`config.mk`:
```
export PLATFORM = sky130hd
export DESIGN_NAME = alu_cmd_sequencer
export DESIGN_NICKNAME = d
export VERILOG_FILES = /design/src/rtl/alu_seq_pkg.sv /design/src/rtl/alu_seq_regfile.sv /design/src/rtl/alu_cmd_sequencer.sv
export SDC_FILE = /design/constraint.sdc
export NUM_CORES = 1
export LEC_CHECK = 0
export CAP_MARGIN = 20
export CORE_ASPECT_RATIO = 1.5
export CORE_UTILIZATION = 30
export DETAILED_ROUTE_END_ITERATION = 8
export PLACE_DENSITY = 0.5
export SLEW_MARGIN = 10
export SYNTH_ARGS = -nofsm -noshare
export SYNTH_HDL_FRONTEND = slang
export SYNTH_SLANG_ARGS = --single-unit
```
`constraint.sdc`:
```
create_clock -name clk -period 6 [get_ports clk]
set_input_delay 1.8 -clock clk [delete_from_list [all_inputs] [get_ports clk]]
set_output_delay 1.8 -clock clk [all_outputs]
set_load 0.005 [all_outputs]
```
`src/rtl/alu_seq_pkg.sv`:
```
// rtl/alu_seq_pkg.sv - opcodes, FSM states and helpers shared by the ALU command sequencer
package alu_seq_pkg;

    localparam logic [3:0] OP_NOT         = 4'd0;
    localparam logic [3:0] OP_AND         = 4'd1;
    localparam logic [3:0] OP_XOR         = 4'd2;
    localparam logic [3:0] OP_OR          = 4'd3;
    localparam logic [3:0] OP_DEC         = 4'd4;
    localparam logic [3:0] OP_ADD         = 4'd5;
    localparam logic [3:0] OP_SUB         = 4'd6;
    localparam logic [3:0] OP_INC         = 4'd7;
    localparam logic [3:0] OP_ILLEGAL_MIN = 4'd8;

    typedef enum logic [1:0] {
        IDLE = 2'd0,
        EXEC = 2'd1,
        RESP = 2'd2
    } seq_state_t;

    function automatic logic op_is_legal(input logic [3:0] op);
        return op < OP_ILLEGAL_MIN;
    endfunction

endpackage

```
`src/rtl/alu_seq_regfile.sv`:
```
// rtl/alu_seq_regfile.sv - NREG x DATA_W register file, two combinational reads, one write
module alu_seq_regfile
    import alu_seq_pkg::*;
#(
    parameter int DATA_W = 32,
    parameter int NREG   = 8,
    parameter int RA_W   = $clog2(NREG)
) (
    input  logic              clk,
    input  logic              rst_n,
    input  logic              we,
    input  logic [RA_W-1:0]   waddr,
    input  logic [DATA_W-1:0] wdata,
    input  logic [RA_W-1:0]   raddr_a,
    output logic [DATA_W-1:0] rdata_a,
    input  logic [RA_W-1:0]   raddr_b,
    output logic [DATA_W-1:0] rdata_b
);

    logic [DATA_W-1:0] regs [NREG];

    always_ff @(posedge clk or negedge rst_n) begin
        if (!rst_n) begin
            for (int i = 0; i < NREG; i++) begin
                regs[i] <= '0;
            end
        end else if (we) begin
            regs[waddr] <= wdata;
        end
    end

    assign rdata_a = regs[raddr_a];
    assign rdata_b = regs[raddr_b];

endmodule

```
`src/rtl/alu_cmd_sequencer.sv`:
```
// rtl/alu_cmd_sequencer.sv - ALU command master: operand fetch, execute, writeback, response; ALU_SEQ_STATS_EN adds counters
module alu_cmd_sequencer
    import alu_seq_pkg::*;
#(
    parameter int DATA_W = 32,
    parameter int NREG   = 8,
    localparam int RA_W  = $clog2(NREG)
) (
    input  logic              clk,
    input  logic              rst_n,
    input  logic              ld_en,
    input  logic [RA_W-1:0]   ld_addr,
    input  logic [DATA_W-1:0] ld_data,
    input  logic              cmd_valid,
    output logic              cmd_ready,
    input  logic [3:0]        cmd_op,
    input  logic [RA_W-1:0]   cmd_rd,
    input  logic [RA_W-1:0]   cmd_rs,
    input  logic [RA_W-1:0]   cmd_rt,
    output logic [3:0]        alu_op,
    output logic [DATA_W-1:0] alu_a,
    output logic [DATA_W-1:0] alu_b,
    input  logic [DATA_W-1:0] alu_result,
    input  logic              alu_is0,
    output logic              rsp_valid,
    input  logic              rsp_ready,
    output logic [DATA_W-1:0] rsp_data,
    output logic              rsp_zero,
    output logic              rsp_err
`ifdef ALU_SEQ_STATS_EN
   ,output logic [15:0]       stat_cmds,
    output logic [15:0]       stat_zero
`endif
);

    seq_state_t        state;
    logic [RA_W-1:0]   rd_q;
    logic              accept;
    logic              legal;
    logic              rf_we;
    logic [RA_W-1:0]   rf_waddr;
    logic [DATA_W-1:0] rf_wdata;
    logic [DATA_W-1:0] rf_rdata_a;
    logic [DATA_W-1:0] rf_rdata_b;

    assign cmd_ready = (state == IDLE) && !ld_en;
    assign accept    = cmd_valid && cmd_ready;
    assign legal     = op_is_legal(alu_op);

    // Preload owns the write port in IDLE; writeback owns it in EXEC, so they never collide.
    always_comb begin
        rf_we    = 1'b0;
        rf_waddr = ld_addr;
        rf_wdata = ld_data;
        if (state == IDLE && ld_en) begin
            rf_we = 1'b1;
        end else if (state == EXEC && legal) begin
            rf_we    = 1'b1;
            rf_waddr = rd_q;
            rf_wdata = alu_result;
        end
    end

    alu_seq_regfile #(
        .DATA_W (DATA_W),
        .NREG   (NREG),
        .RA_W   (RA_W)
    ) u_regfile (
        .clk     (clk),
        .rst_n   (rst_n),
        .we      (rf_we),
        .waddr   (rf_waddr),
        .wdata   (rf_wdata),
        .raddr_a (cmd_rs),
        .rdata_a (rf_rdata_a),
        .raddr_b (cmd_rt),
        .rdata_b (rf_rdata_b)
    );

    always_ff @(posedge clk or negedge rst_n) begin
        if (!rst_n) begin
            state     <= IDLE;
            rd_q      <= '0;
            alu_op    <= '0;
            alu_a     <= '0;
            alu_b     <= '0;
            rsp_valid <= 1'b0;
            rsp_data  <= '0;
            rsp_zero  <= 1'b0;
            rsp_err   <= 1'b0;
        end else begin
            case (state)
                IDLE: begin
                    if (accept) begin
                        alu_op <= cmd_op;
                        alu_a  <= rf_rdata_a;
                        alu_b  <= rf_rdata_b;
                        rd_q   <= cmd_rd;
                        state  <= EXEC;
                    end
                end
                EXEC: begin
                    rsp_valid <= 1'b1;
                    rsp_err   <= !legal;
                    rsp_data  <= legal ? alu_result : '0;
                    rsp_zero  <= legal && alu_is0;
                    state     <= RESP;
                end
                RESP: begin
                    if (rsp_ready) begin
                        rsp_valid <= 1'b0;
                        state     <= IDLE;
                    end
                end
                default: state <= IDLE;
            endcase
        end
    end

`ifdef ALU_SEQ_STATS_EN
    always_ff @(posedge clk or negedge rst_n) begin
        if (!rst_n) begin
            stat_cmds <= '0;
            stat_zero <= '0;
        end else if (state == EXEC) begin
            if (stat_cmds != 16'hFFFF) begin
                stat_cmds <= stat_cmds + 16'd1;
            end
            if (legal && alu_is0 && stat_zero != 16'hFFFF) begin
                stat_zero <= stat_zero + 16'd1;
            end
        end
    end
`endif

endmodule

```
=== Word level (Yosys, flattened, before mapping) ===
Cells that the tools add are included.

* Eq/ne operators: 4
* Bitwise operators: 3
* Order comparisons: 5
* Mux-type cells: 21
* Reductions and logical operators: 13

{| class="wikitable"
|+ Operators by type and width
! kind !! number
|-
| bitwise mux 256 bit || 1
|-
| two-way mux 32 bit || 8
|-
| binary-select mux 32 bit (select 3 bit) || 2
|-
| demux 32 bit (select 3 bit) || 1
|-
| greater-or-equal comparator 4 bit (second input constant) || 3
|-
| NOT 3 -> 4 bit || 3
|-
| logical AND 1 bit || 6
|-
| two-way mux 3 bit || 2
|-
| case mux 2 bit (3 select lines) || 1
|-
| AND reduction 2 bit || 3
|-
| < comparator 4 x 1 -> 1 bit (second input constant) || 1
|-
| < comparator 4 bit (second input constant) || 1
|-
| two-way mux 2 bit || 2
|-
| inequality test 2 bit (second input constant) || 2
|-
| two-way mux 1 bit || 3
|-
| equality test 2 x 1 -> 1 bit (second input constant) || 1
|-
| equality test 2 bit (second input constant) || 1
|-
| zero test 1 bit || 2
|-
| zero test 2 bit || 1
|-
| case mux 1 bit (2 select lines) || 1
|-
| nonzero test 2 bit || 1
|}

* Flip-flop bits (word level): 364

=== Depth between registers and ports, before layout ===
Gate-level depths: netlist (run 1).

* Depth after elaboration: 10
* Gate-level depth with buffers: 8

=== Modules after synthesis ===
A second synthesis (run 1) with hierarchy kept.

* Cell total of the unflattened synthesis: 1059
* Area, all modules: 18500.2 µm²

{| class="wikitable"
|+ By module, submodules not included
! module !! seq. area each (µm²) !! cells an instance !! area an instance (µm²) !! instances
|-
| alu_seq_regfile || 6406.1 || 779 || 13713.2 || 1
|-
| alu_cmd_sequencer || 2702.6 || 280 || 4787.1 || 1
|}

=== Worst setup path before layout (run 1) ===
OpenSTA, ideal clock, no wires.

* Path type: input to output
* From: input ld_en
* To: output cmd_ready
* Arrival: 2008 ps
* Data required time: 4200 ps
* Path slack: 2192 ps
* Cell stages on the path: 1
* Buffers on the path: 0
* Cells stage by stage: nor3_1

* Word-level cells in the longest chain between the ends: 2

{| class="wikitable"
|+ Ends and longest elaborated chain
! what !! line !! RTL
|-
| start, declared || alu_cmd_sequencer.sv:11 || <nowiki>input logic ld_en,</nowiki>
|-
| zero test 1 bit || alu_cmd_sequencer.sv:46 || <nowiki>assign cmd_ready = (state == IDLE) && !ld_en;</nowiki>
|-
| logical AND 1 bit || alu_cmd_sequencer.sv:46 ||
|-
| end, declared || alu_cmd_sequencer.sv:15 || <nowiki>output logic cmd_ready,</nowiki>
|}

Every way passes these cells.

=== Worst setup path in the final report (run 1) ===
Ends and elaborated chain as after synthesis.

==> flow_summary.html, run 1 <==
<table>
<tr><th>Metric</th><th>Value</th></tr>
<tr><th colspan="2">Routing</th></tr>
<tr><td>Number of design rule violations left after detail routing</td><td>0</td></tr>
<tr><td>Number of iterations in the first detailed-routing pass</td><td>5</td></tr>
<tr><td>Post-DRT Antenna Nets</td><td>0</td></tr>
<tr><td>DRC marker count from the first detailed-route iteration</td><td>556</td></tr>
<tr><td>Per-cell routed wire length</td><td>~22 um</td></tr>
<tr><td>DR vias/cell</td><td>5.107</td></tr>
<tr><td>Post-detailed-routing wire length</td><td>between 50000 and 60000 um</td></tr>
<tr><td>Vias</td><td>12160</td></tr>
<tr><th colspan="2">GRT</th></tr>
<tr><td>Total Routing Usage GR</td><td>17.60%</td></tr>
<tr><td>Maximum number of pins on one net before global-route repair</td><td>between 100 and 150</td></tr>
<tr><td>Number of global-route vias before repair</td><td>12860</td></tr>
<tr><td>Global-route congestion overflow total</td><td>0</td></tr>
<tr><td>Initial antenna violation count</td><td>0</td></tr>
<tr><td>Wire length of the first global-routing pass</td><td>81630 um</td></tr>
<tr><th colspan="2">Layout</th></tr>
<tr><td>Antenna cells</td><td>0</td></tr>
<tr><td>Layout-stage area growth over the synthesis result</td><td>21.69%</td></tr>
<tr><td>Share of post-route cells with drive strength above 1</td><td>24.42%</td></tr>
<tr><td>Area taken by multi-input logic gates</td><td>8428 um2</td></tr>
<tr><td>Filler Cells Inserted</td><td>5874</td></tr>
<tr><td>Area taken by flip-flops and latches</td><td>9109 um2</td></tr>
<tr><td>Nets</td><td>1663</td></tr>
<tr><td>Utilization of the core after routing</td><td>37.12%</td></tr>
<tr><th colspan="2">STA</th></tr>
<tr><td>Transition time of the tightest slew-check pin</td><td>1.100 ns</td></tr>
<tr><td>Max transition margin</td><td>26.69%</td></tr>
<tr><td>Number of max-slew violations in the final report</td><td>0</td></tr>
<tr><td>Final-report hold violation count</td><td>0</td></tr>
<tr><td>Period Utilization, post-route</td><td>a little over four fifths</td></tr>
<tr><td>Final worst-path setup slack</td><td>0.9994 ns</td></tr>
<tr><td>Maximum clock skew at final layout</td><td>approximately 0.02 ns</td></tr>
<tr><td>Final critical delay including setup and external delays</td><td>roughly 5 ns</td></tr>
<tr><td>Unrepaired setup endpoints after global routing</td><td>no</td></tr>
<tr><td>Final setup vio count</td><td>0</td></tr>
<tr><td>Maximum operating frequency</td><td>approximately 200 MHz</td></tr>
<tr><td>Post-Route Setup TNS</td><td>0 ns</td></tr>
<tr><th colspan="2">Clocking</th></tr>
<tr><td>H-Tree Level Count</td><td>2</td></tr>
<tr><td>Clock insertion delay at the later pin of the skew report</td><td>0.56 ns</td></tr>
<tr><td>Setup Fix Bufs, Post-CTS</td><td>0</td></tr>
<tr><td>Root Buffer</td><td>sky130_fd_sc_hd__clkbuf_16</td></tr>
<tr><td>TritonCTS clock tree</td><td>done</td></tr>
<tr><td>Number of instances resized during post-cts repair</td><td>0</td></tr>
<tr><td>Worst-path clk slew</td><td>~0.06 ns</td></tr>
<tr><td>Clock sink total</td><td>364</td></tr>
<tr><td>Max Root-Sink Buffers</td><td>3</td></tr>
<tr><td>Cts-stage hold buffer count</td><td>0</td></tr>
<tr><td>Clock buffers created by TritonCTS</td><td>41</td></tr>
<tr><th colspan="2">Setup path</th></tr>
<tr><td>Worst-case reg-to-reg path depth</td><td>6</td></tr>
<tr><td>CP arrival</td><td>3.20 ns</td></tr>
<tr><td>Most used cell, CP</td><td>sky130_fd_sc_hd__clkdlybuf4s50_1</td></tr>
<tr><td>Cell-by-cell listing of the critical path</td><td>clkdlybuf4s50_1 -&gt; nor3_1 -&gt; clkdlybuf4s50_1</td></tr>
<tr><td>Critical path peak fanout</td><td>3</td></tr>
<tr><td>Slowest stage cell on the critical path</td><td>sky130_fd_sc_hd__clkdlybuf4s50_1</td></tr>
<tr><td>Setup Crit Path Kind</td><td>input port to primary output</td></tr>
<tr><td>End of the worst register-to-register path</td><td>u_regfile.regs[242]$_DFFE_PN0P_</td></tr>
<tr><td>Setup slack on the worst flop-to-flop path</td><td>2.64 ns</td></tr>
<tr><td>Crit-path max cell delay</td><td>0.61 ns</td></tr>
<tr><td>Startpoint class of the critical path</td><td>input port</td></tr>
<tr><td>Worst endpoint required time</td><td>4.20 ns</td></tr>
<tr><td>Worst flop-to-flop path startpoint</td><td>state[1]$_DFFE_PN0P_</td></tr>
<tr><td>CP Capture Type</td><td>primary output</td></tr>
<tr><th colspan="2">Min path</th></tr>
<tr><td>Hold path depth</td><td>2</td></tr>
<tr><td>Type of the worst min-delay path</td><td>flip-flop to flip-flop</td></tr>
<tr><td>End of the worst hold path</td><td>alu_b[6]$_DFFE_PN0P_</td></tr>
<tr><td>Start point of the worst hold path</td><td>alu_b[6]$_DFFE_PN0P_</td></tr>
<tr><th colspan="2">Yosys</th></tr>
<tr><td>Most common cell in the netlist</td><td>sky130_fd_sc_hd__dfrtp_1</td></tr>
<tr><td>Netlist area before placement</td><td>18050 um2</td></tr>
<tr><td>Share of flip-flops with an asynchronous set or reset</td><td>100.0%</td></tr>
<tr><td>Number of unique standard cell types used by synthesis</td><td>31</td></tr>
<tr><td>Top flip-flop cell by instance count after synthesis</td><td>sky130_fd_sc_hd__dfrtp_1</td></tr>
<tr><td>Number of enable flip-flop cells after synthesis</td><td>0</td></tr>
<tr><td>Sequential-to-total area share from yosys stat</td><td>50.45%</td></tr>
<tr><td>Average instance area after synthesis</td><td>12.66 um2</td></tr>
<tr><td>Area fraction of the dominant cell type after synthesis</td><td>between 50% and 60%</td></tr>
<tr><td>Synthesized instance count</td><td>1426</td></tr>
<tr><td>Synthesis-stage register bit count</td><td>364</td></tr>
<tr><td>Nets in the synthesized netlist</td><td>between 1500 and 2000</td></tr>
<tr><td>Library cell occupying the most area in the post-synthesis netlist</td><td>sky130_fd_sc_hd__dfrtp_1</td></tr>
<tr><td>Commonest cells in the synthesized netlist</td><td>sky130_fd_sc_hd__dfrtp_1 (364), sky130_fd_sc_hd__mux2i_1 (260), sky130_fd_sc_hd__mux2_2 (249), sky130_fd_sc_hd__nand2_1 (135), sky130_fd_sc_hd__a22oi_1 (128)</td></tr>
<tr><td>Yosys warns</td><td>0</td></tr>
<tr><td>Largest cells by area after synthesis</td><td>sky130_fd_sc_hd__dfrtp_1 (50%), sky130_fd_sc_hd__mux2_2 (16%), sky130_fd_sc_hd__mux2i_1 (14%)</td></tr>
<tr><th colspan="2">Die</th></tr>
<tr><td>Initial core utilization</td><td>30.50%</td></tr>
<tr><td>Die Area</td><td>61190 um2</td></tr>
<tr><td>Floorplan die width</td><td>202.3 um</td></tr>
<tr><td>Core Rows</td><td>109</td></tr>
<tr><td>Core Box Area</td><td>just under 60000 um2</td></tr>
<tr><td>Number of top-level pins</td><td>190</td></tr>
<tr><td>Die span in y</td><td>302.5 um</td></tr>
<tr><th colspan="2">Placement</th></tr>
<tr><td>RD Place Congestion</td><td>0.7225</td></tr>
<tr><td>Detailed placer's ending HPWL</td><td>between 30000 and 40000 um</td></tr>
<tr><td>Number of port buffers</td><td>roughly 190</td></tr>
<tr><td>Pre-CTS setup slack</td><td>approximately 0.98 ns</td></tr>
<tr><th colspan="2">Power and ir drop</th></tr>
<tr><td>Worst VDD drop</td><td>177.7 uV</td></tr>
<tr><td>Static leakage</td><td>about 9.8 nW</td></tr>
<tr><td>Ratio of total power to cell area</td><td>438.7 nW/um2</td></tr>
<tr><td>Total chip power</td><td>9.640 mW</td></tr>
<tr><th colspan="2">Status</th></tr>
<tr><td>Status</td><td>completed</td></tr>
<tr><th colspan="2">Run</th></tr>
<tr><td>Number of max-cap violations</td><td>0</td></tr>
</table>
-- report_power, final --
group | internal, mW | switching [mW]
Combinational | 1.76 | 1.11
Sequential | 3.55 | 0.765
Clock | 1.43 | 1.03
-- per-stage QoR --
step	instance area, um2	hold WS (ns)	std cells
floorplan	18050	0.4701	1426
global route	21970	0.4872	2382
finish	21970	0.4708	2382
CTS	21950	0.4774	2381
global placement	20670	0.4627	2310
detailed placement	20670	0.4631	2310
-- state kept, by name, indices dropped and copies added (netlist names) --
| name | cells |
|---|---|
| alu_a | 32 |
| rd_q | 3 |
| state | 2 |
| alu_b | 32 |
| rsp_zero | 1 |
| u_regfile.regs | 256 |
| rsp_data | 32 |
| rsp_err | 1 |
| alu_op | 4 |
| rsp_valid | 1 |
-- worst max-delay path by stage --
stage | endpoint | start | cells past startpoint | slack (ns)
detailed placement | cmd_ready | ld_en | 3 | 0.98
global placement | cmd_ready | ld_en | 3 | 0.99
floorplan | cmd_ready | ld_en | 1 | 2.19
CTS | cmd_ready | ld_en | 3 | 0.99
global route | cmd_ready | ld_en | 3 | 0.95
finish | cmd_ready | ld_en | 3 | 1.0
-- critical path: cells and delay by family --
family	cells	cell delay [ns]
buf+inv	2	1.05
simple gates	1	0.35
-- layout make-up --
cell class                      count  area share, %
Multi-Input combinational cell    950          38.36
Tap cell                          777          4.425
Timing Repair Buffer              218          9.875
Clock buffer                       60          5.313
Clock inverter                     11         0.5296
Inverter                            2        0.03986
Sequential cell                   364          41.46
-- placed cells by master, fill, tap and decap left out, types with 3 or more instances in the layout --
cell type and count:
sky130_fd_sc_hd__nor2_1 3, sky130_fd_sc_hd__clkbuf_16 41, sky130_fd_sc_hd__mux2_1 17, sky130_fd_sc_hd__dfrtp_1 364, sky130_fd_sc_hd__a22oi_1 128, sky130_fd_sc_hd__mux2_2 249, sky130_fd_sc_hd__buf_4 25, sky130_fd_sc_hd__nand2_1 131
sky130_fd_sc_hd__a22o_1 32, sky130_fd_sc_hd__nand3_1 64, sky130_fd_sc_hd__nand2b_1 6, sky130_fd_sc_hd__clkdlybuf4s50_1 186, sky130_fd_sc_hd__nand2_2 6, sky130_fd_sc_hd__o21ai_0 3, sky130_fd_sc_hd__buf_12 4, sky130_fd_sc_hd__mux2i_1 260
sky130_fd_sc_hd__clkbuf_1 12, sky130_fd_sc_hd__clkinv_2 7, sky130_fd_sc_hd__clkbuf_8 8, sky130_fd_sc_hd__nor2b_4 6, sky130_fd_sc_hd__mux2_4 30
-- per-layer routing --
layer / up-vias / wire (um) / global-route usage (%) / share of wire [%]
met5: - / 0 / 0 / 0
met4: 0 / 1120 / 5.299 / 2.1
met3: 63 / 1499 / 2.127 / 2.8
met2: 205 / 27770 / 31.83 / 52
met1: 6369 / 22960 / 21.77 / 43
li1: 5527 / - / - / -
-- kinds of logic after synthesis --
kind of cell	count (synthesis)	share of synthesized area [%]
and+or+nand+nor	228	5.641
DFF	364	50.45
muxes	556	33.50
AOI/OAI and AO/OA	166	7.103
buffers and inverters	112	3.306
Note: power is estimated with default switching activity, not from simulation.
==> run 2: changes to the inputs <==
- clock period: 6 -> 5.2 ns (I/O delays scaled with it)
==> flow_summary.html, run 2 (synthesized netlist as in run 1, its figures left out) <==
<table>
<tr><th>Metric</th><th>Value</th></tr>
<tr><th colspan="2">Min path</th></tr>
<tr><td>End of the worst hold path</td><td>alu_a[10]$_DFFE_PN0P_</td></tr>
<tr><td>Hold path depth</td><td>2 (unchanged)</td></tr>
<tr><td>Start point of the worst hold path</td><td>alu_a[10]$_DFFE_PN0P_</td></tr>
<tr><td>Type of the worst min-delay path</td><td>flip-flop to flip-flop</td></tr>
<tr><th colspan="2">Clocking</th></tr>
<tr><td>Clock sink total</td><td>364 (unchanged)</td></tr>
<tr><td>Clock buffers created by TritonCTS</td><td>40 (-2.4%)</td></tr>
<tr><td>Worst-path clk slew</td><td>0.06 ns (about the same)</td></tr>
<tr><td>TritonCTS clock tree</td><td>done</td></tr>
<tr><td>Root Buffer</td><td>sky130_fd_sc_hd__clkbuf_16</td></tr>
<tr><td>Clock insertion delay at the later pin of the skew report</td><td>0.56 ns (about the same)</td></tr>
<tr><td>Max Root-Sink Buffers</td><td>3 (unchanged)</td></tr>
<tr><td>Cts-stage hold buffer count</td><td>0 (unchanged)</td></tr>
<tr><td>Setup Fix Bufs, Post-CTS</td><td>0 (unchanged)</td></tr>
<tr><td>Number of instances resized during post-cts repair</td><td>0 (unchanged)</td></tr>
<tr><td>H-Tree Level Count</td><td>2 (unchanged)</td></tr>
<tr><th colspan="2">Power and ir drop</th></tr>
<tr><td>Combinational share of power</td><td>29.2% (-0.5 points)</td></tr>
<tr><td>Worst VDD drop</td><td>240.5 uV (+35%)</td></tr>
<tr><td>Fraction of power spent switching nets</td><td>30.01% (-0.11 points)</td></tr>
<tr><td>Portion of total power attributed to the clock network</td><td>27.0% (+1.4 points)</td></tr>
<tr><td>Ratio of total power to cell area</td><td>511.7 nW/um2 (+17%)</td></tr>
<tr><td>Total net switching power</td><td>3.410 mW (+17%)</td></tr>
<tr><td>Static leakage</td><td>9.909 nW (+1.3%)</td></tr>
<tr><td>Sequential group share of total power</td><td>43.8% (-0.9 points)</td></tr>
<tr><td>P_int</td><td>7.954 mW (+18%)</td></tr>
<tr><th colspan="2">Layout</th></tr>
<tr><td>Flip-flop count of the largest register, all copies and words added</td><td>256 (unchanged)</td></tr>
<tr><td>Antenna cells</td><td>0 (unchanged)</td></tr>
<tr><td>Layout-stage area growth over the synthesis result</td><td>23.02%</td></tr>
<tr><td>Share of post-route cells with drive strength above 1</td><td>25.22% (+0.79 points)</td></tr>
<tr><td>Nets</td><td>1675 (+0.72%)</td></tr>
<tr><td>Top library cells by usage in the layout, fill and taps aside</td><td>sky130_fd_sc_hd__dfrtp_1 (364), sky130_fd_sc_hd__mux2i_1 (260), sky130_fd_sc_hd__mux2_2 (249)</td></tr>
<tr><td>Commonest non-fill, non-tap cell in the layout</td><td>sky130_fd_sc_hd__dfrtp_1</td></tr>
<tr><td>Register with the highest flop count</td><td>u_regfile.regs</td></tr>
<tr><td>Utilization of the core after routing</td><td>37.53% (+0.41 points)</td></tr>
<tr><th colspan="2">Setup path</th></tr>
<tr><td>End of the worst register-to-register path</td><td>u_regfile.regs[98]$_DFFE_PN0P_</td></tr>
<tr><td>Worst endpoint required time</td><td>3.64 ns (-0.56 ns)</td></tr>
<tr><td>Crit-path max cell delay</td><td>0.59 ns (-0.02 ns)</td></tr>
<tr><td>Cell-by-cell listing of the critical path</td><td>clkdlybuf4s50_1 -&gt; nor3_1 -&gt; clkdlybuf4s50_1</td></tr>
<tr><td>CP arrival</td><td>2.94 ns (-0.26 ns)</td></tr>
<tr><td>Setup slack on the worst flop-to-flop path</td><td>2.19 ns (-0.45 ns)</td></tr>
<tr><td>CP Capture Type</td><td>primary output</td></tr>
<tr><td>Worst-case reg-to-reg path depth</td><td>6 (unchanged)</td></tr>
<tr><td>Most used cell, CP</td><td>sky130_fd_sc_hd__clkdlybuf4s50_1</td></tr>
<tr><td>Startpoint class of the critical path</td><td>input port</td></tr>
<tr><td>Worst flop-to-flop path startpoint</td><td>state[0]$_DFFE_PN0P_</td></tr>
<tr><td>Slowest stage cell on the critical path</td><td>sky130_fd_sc_hd__clkdlybuf4s50_1</td></tr>
<tr><td>Setup Crit Path Kind</td><td>input port to primary output</td></tr>
<tr><td>Critical path peak fanout</td><td>3 (unchanged)</td></tr>
<tr><td>Kind of cell adding the most delay to the critical path</td><td>buffers and inverters</td></tr>
<tr><td>Crit path buf inv count</td><td>2 (unchanged)</td></tr>
<tr><th colspan="2">Die</th></tr>
<tr><td>Number of top-level pins</td><td>190 (unchanged)</td></tr>
<tr><td>Initial core utilization</td><td>30.50% (unchanged)</td></tr>
<tr><td>Floorplan die width</td><td>202.3 um (unchanged)</td></tr>
<tr><td>Core Box Area</td><td>59190 um2 (unchanged)</td></tr>
<tr><td>Die Area</td><td>61190 um2 (unchanged)</td></tr>
<tr><td>Core Rows</td><td>109 (unchanged)</td></tr>
<tr><td>Die span in y</td><td>302.5 um (unchanged)</td></tr>
<tr><th colspan="2">Run</th></tr>
<tr><td>Number of max-cap violations</td><td>0 (unchanged)</td></tr>
<tr><th colspan="2">GRT</th></tr>
<tr><td>Number of global-route vias before repair</td><td>13270 (+3.1%)</td></tr>
<tr><td>Total Routing Usage GR</td><td>17.60% (about the same)</td></tr>
<tr><td>Global-route congestion overflow total</td><td>0 (unchanged)</td></tr>
<tr><td>Wire length of the first global-routing pass</td><td>82010 um (+0.47%)</td></tr>
<tr><td>Initial antenna violation count</td><td>1 (+1)</td></tr>
<tr><td>Maximum number of pins on one net before global-route repair</td><td>116 (unchanged)</td></tr>
<tr><th colspan="2">Routing</th></tr>
<tr><td>DR vias/cell</td><td>5.117 (+0.21%)</td></tr>
<tr><td>Number of iterations in the first detailed-routing pass</td><td>5 (unchanged)</td></tr>
<tr><td>DRC marker count from the first detailed-route iteration</td><td>573 (+3.1%)</td></tr>
<tr><td>Number of design rule violations left after detail routing</td><td>0 (unchanged)</td></tr>
<tr><td>Post-detailed-routing wire length</td><td>53650 um (+0.56%)</td></tr>
<tr><td>Per-cell routed wire length</td><td>22.40 um (about the same)</td></tr>
<tr><td>Vias</td><td>12260 (+0.76%)</td></tr>
<tr><td>Post-DRT Antenna Nets</td><td>0 (unchanged)</td></tr>
<tr><th colspan="2">STA</th></tr>
<tr><td>Maximum clock skew at final layout</td><td>0.02300 ns (+0.003357 ns)</td></tr>
<tr><td>Final setup vio count</td><td>0 (unchanged)</td></tr>
<tr><td>Number of max-slew violations in the final report</td><td>0 (unchanged)</td></tr>
<tr><td>Unrepaired setup endpoints after global routing</td><td>no</td></tr>
<tr><td>Final critical delay including setup and external delays</td><td>roughly 4.5 ns</td></tr>
<tr><td>Post-Route Setup TNS</td><td>0 ns (unchanged)</td></tr>
<tr><td>Maximum operating frequency</td><td>roughly 220 MHz</td></tr>
<tr><td>Max transition margin</td><td>30.50% (+3.8 points)</td></tr>
<tr><td>Transition time of the tightest slew-check pin</td><td>1.043 ns (-0.05720 ns)</td></tr>
<tr><td>Final-report hold violation count</td><td>0 (unchanged)</td></tr>
<tr><td>Period Utilization, post-route</td><td>between 80 and 90%</td></tr>
<tr><th colspan="2">Placement</th></tr>
<tr><td>Number of port buffers</td><td>189 (unchanged)</td></tr>
<tr><td>RD Place Congestion</td><td>0.7349 (+1.7%)</td></tr>
<tr><td>Detailed placer's ending HPWL</td><td>32760 um (+3.8%)</td></tr>
<tr><th colspan="2">Status</th></tr>
<tr><td>Status</td><td>completed</td></tr>
</table>
-- run 2: power by group through the flow --
stage	registers (mW)	logic, mW	clock network (mW)
after floorplan	4.81	2.15	0
after global placement	4.95	3.30	0
after detailed placement	5.01	3.37	0
after CTS	4.96	3.38	3.16
after global routing	5.16	3.65	3.25
final	4.98	3.32	3.07
-- run 2: layout make-up --
| type | count | area (um2) |
|---|---|---|
| fillers | 5757 | 36980 |
| flip-flops and latches | 364 | 9109 |
| multi-input cells | 950 | 8428 |
| repair buffers | 231 | 2305 |
| clock buffers | 56 | 1131 |
| well taps | 777 | 972.2 |
| clock inverters | 15 | 257.7 |
| inverters | 2 | 8.758 |
-- run 2: worst reg2reg max path: stages (launching register included) --
cell                      delay, ns
sky130_fd_sc_hd__dfrtp_1       0.48
sky130_fd_sc_hd__nor3b_4       0.24
sky130_fd_sc_hd__buf_4         0.50
sky130_fd_sc_hd__mux2i_1       0.38
sky130_fd_sc_hd__nand2_2       0.61
sky130_fd_sc_hd__buf_4         0.42
sky130_fd_sc_hd__mux2_2        0.28
-- run 2: metal layers --
| metal | vias up | wire length [um] | global-route usage (%) |
|---|---|---|---|
| met3 | 86 | 1585 | 1.987 |
| met2 | 250 | 27400 | 31.52 |
| li1 | 5564 | - | - |
| met4 | 0 | 1539 | 6.122 |
| met5 | - | 0 | 0 |
| met1 | 6356 | 23130 | 21.82 |
-- run 2: how the worst max path moves through the flow --
stage / cells past startpoint / start / end / slack (ns)
floorplan: 1 / ld_en / cmd_ready / 1.87
global placement: 3 / ld_en / cmd_ready / 0.67
detailed placement: 3 / ld_en / cmd_ready / 0.68
CTS: 3 / ld_en / cmd_ready / 0.68
global route: 3 / ld_en / cmd_ready / 0.64
finish: 3 / ld_en / cmd_ready / 0.70
-- run 2: through the flow --
stage          instances  power [mW]  worst slack [ns]  area [um2]  hold slack (ns)
2_1_floorplan       1426       6.965             1.872       18050           0.4701
3_3_place_gp        2323       8.244            0.6655       20800           0.4619
3_5_place_dp        2323       8.378            0.6759       20800           0.4634
4_1_cts             2394       11.51            0.6824       22190           0.4778
5_1_grt             2395       12.06            0.6439       22210           0.4853
6_report            2395       11.36            0.6997       22210           0.4719
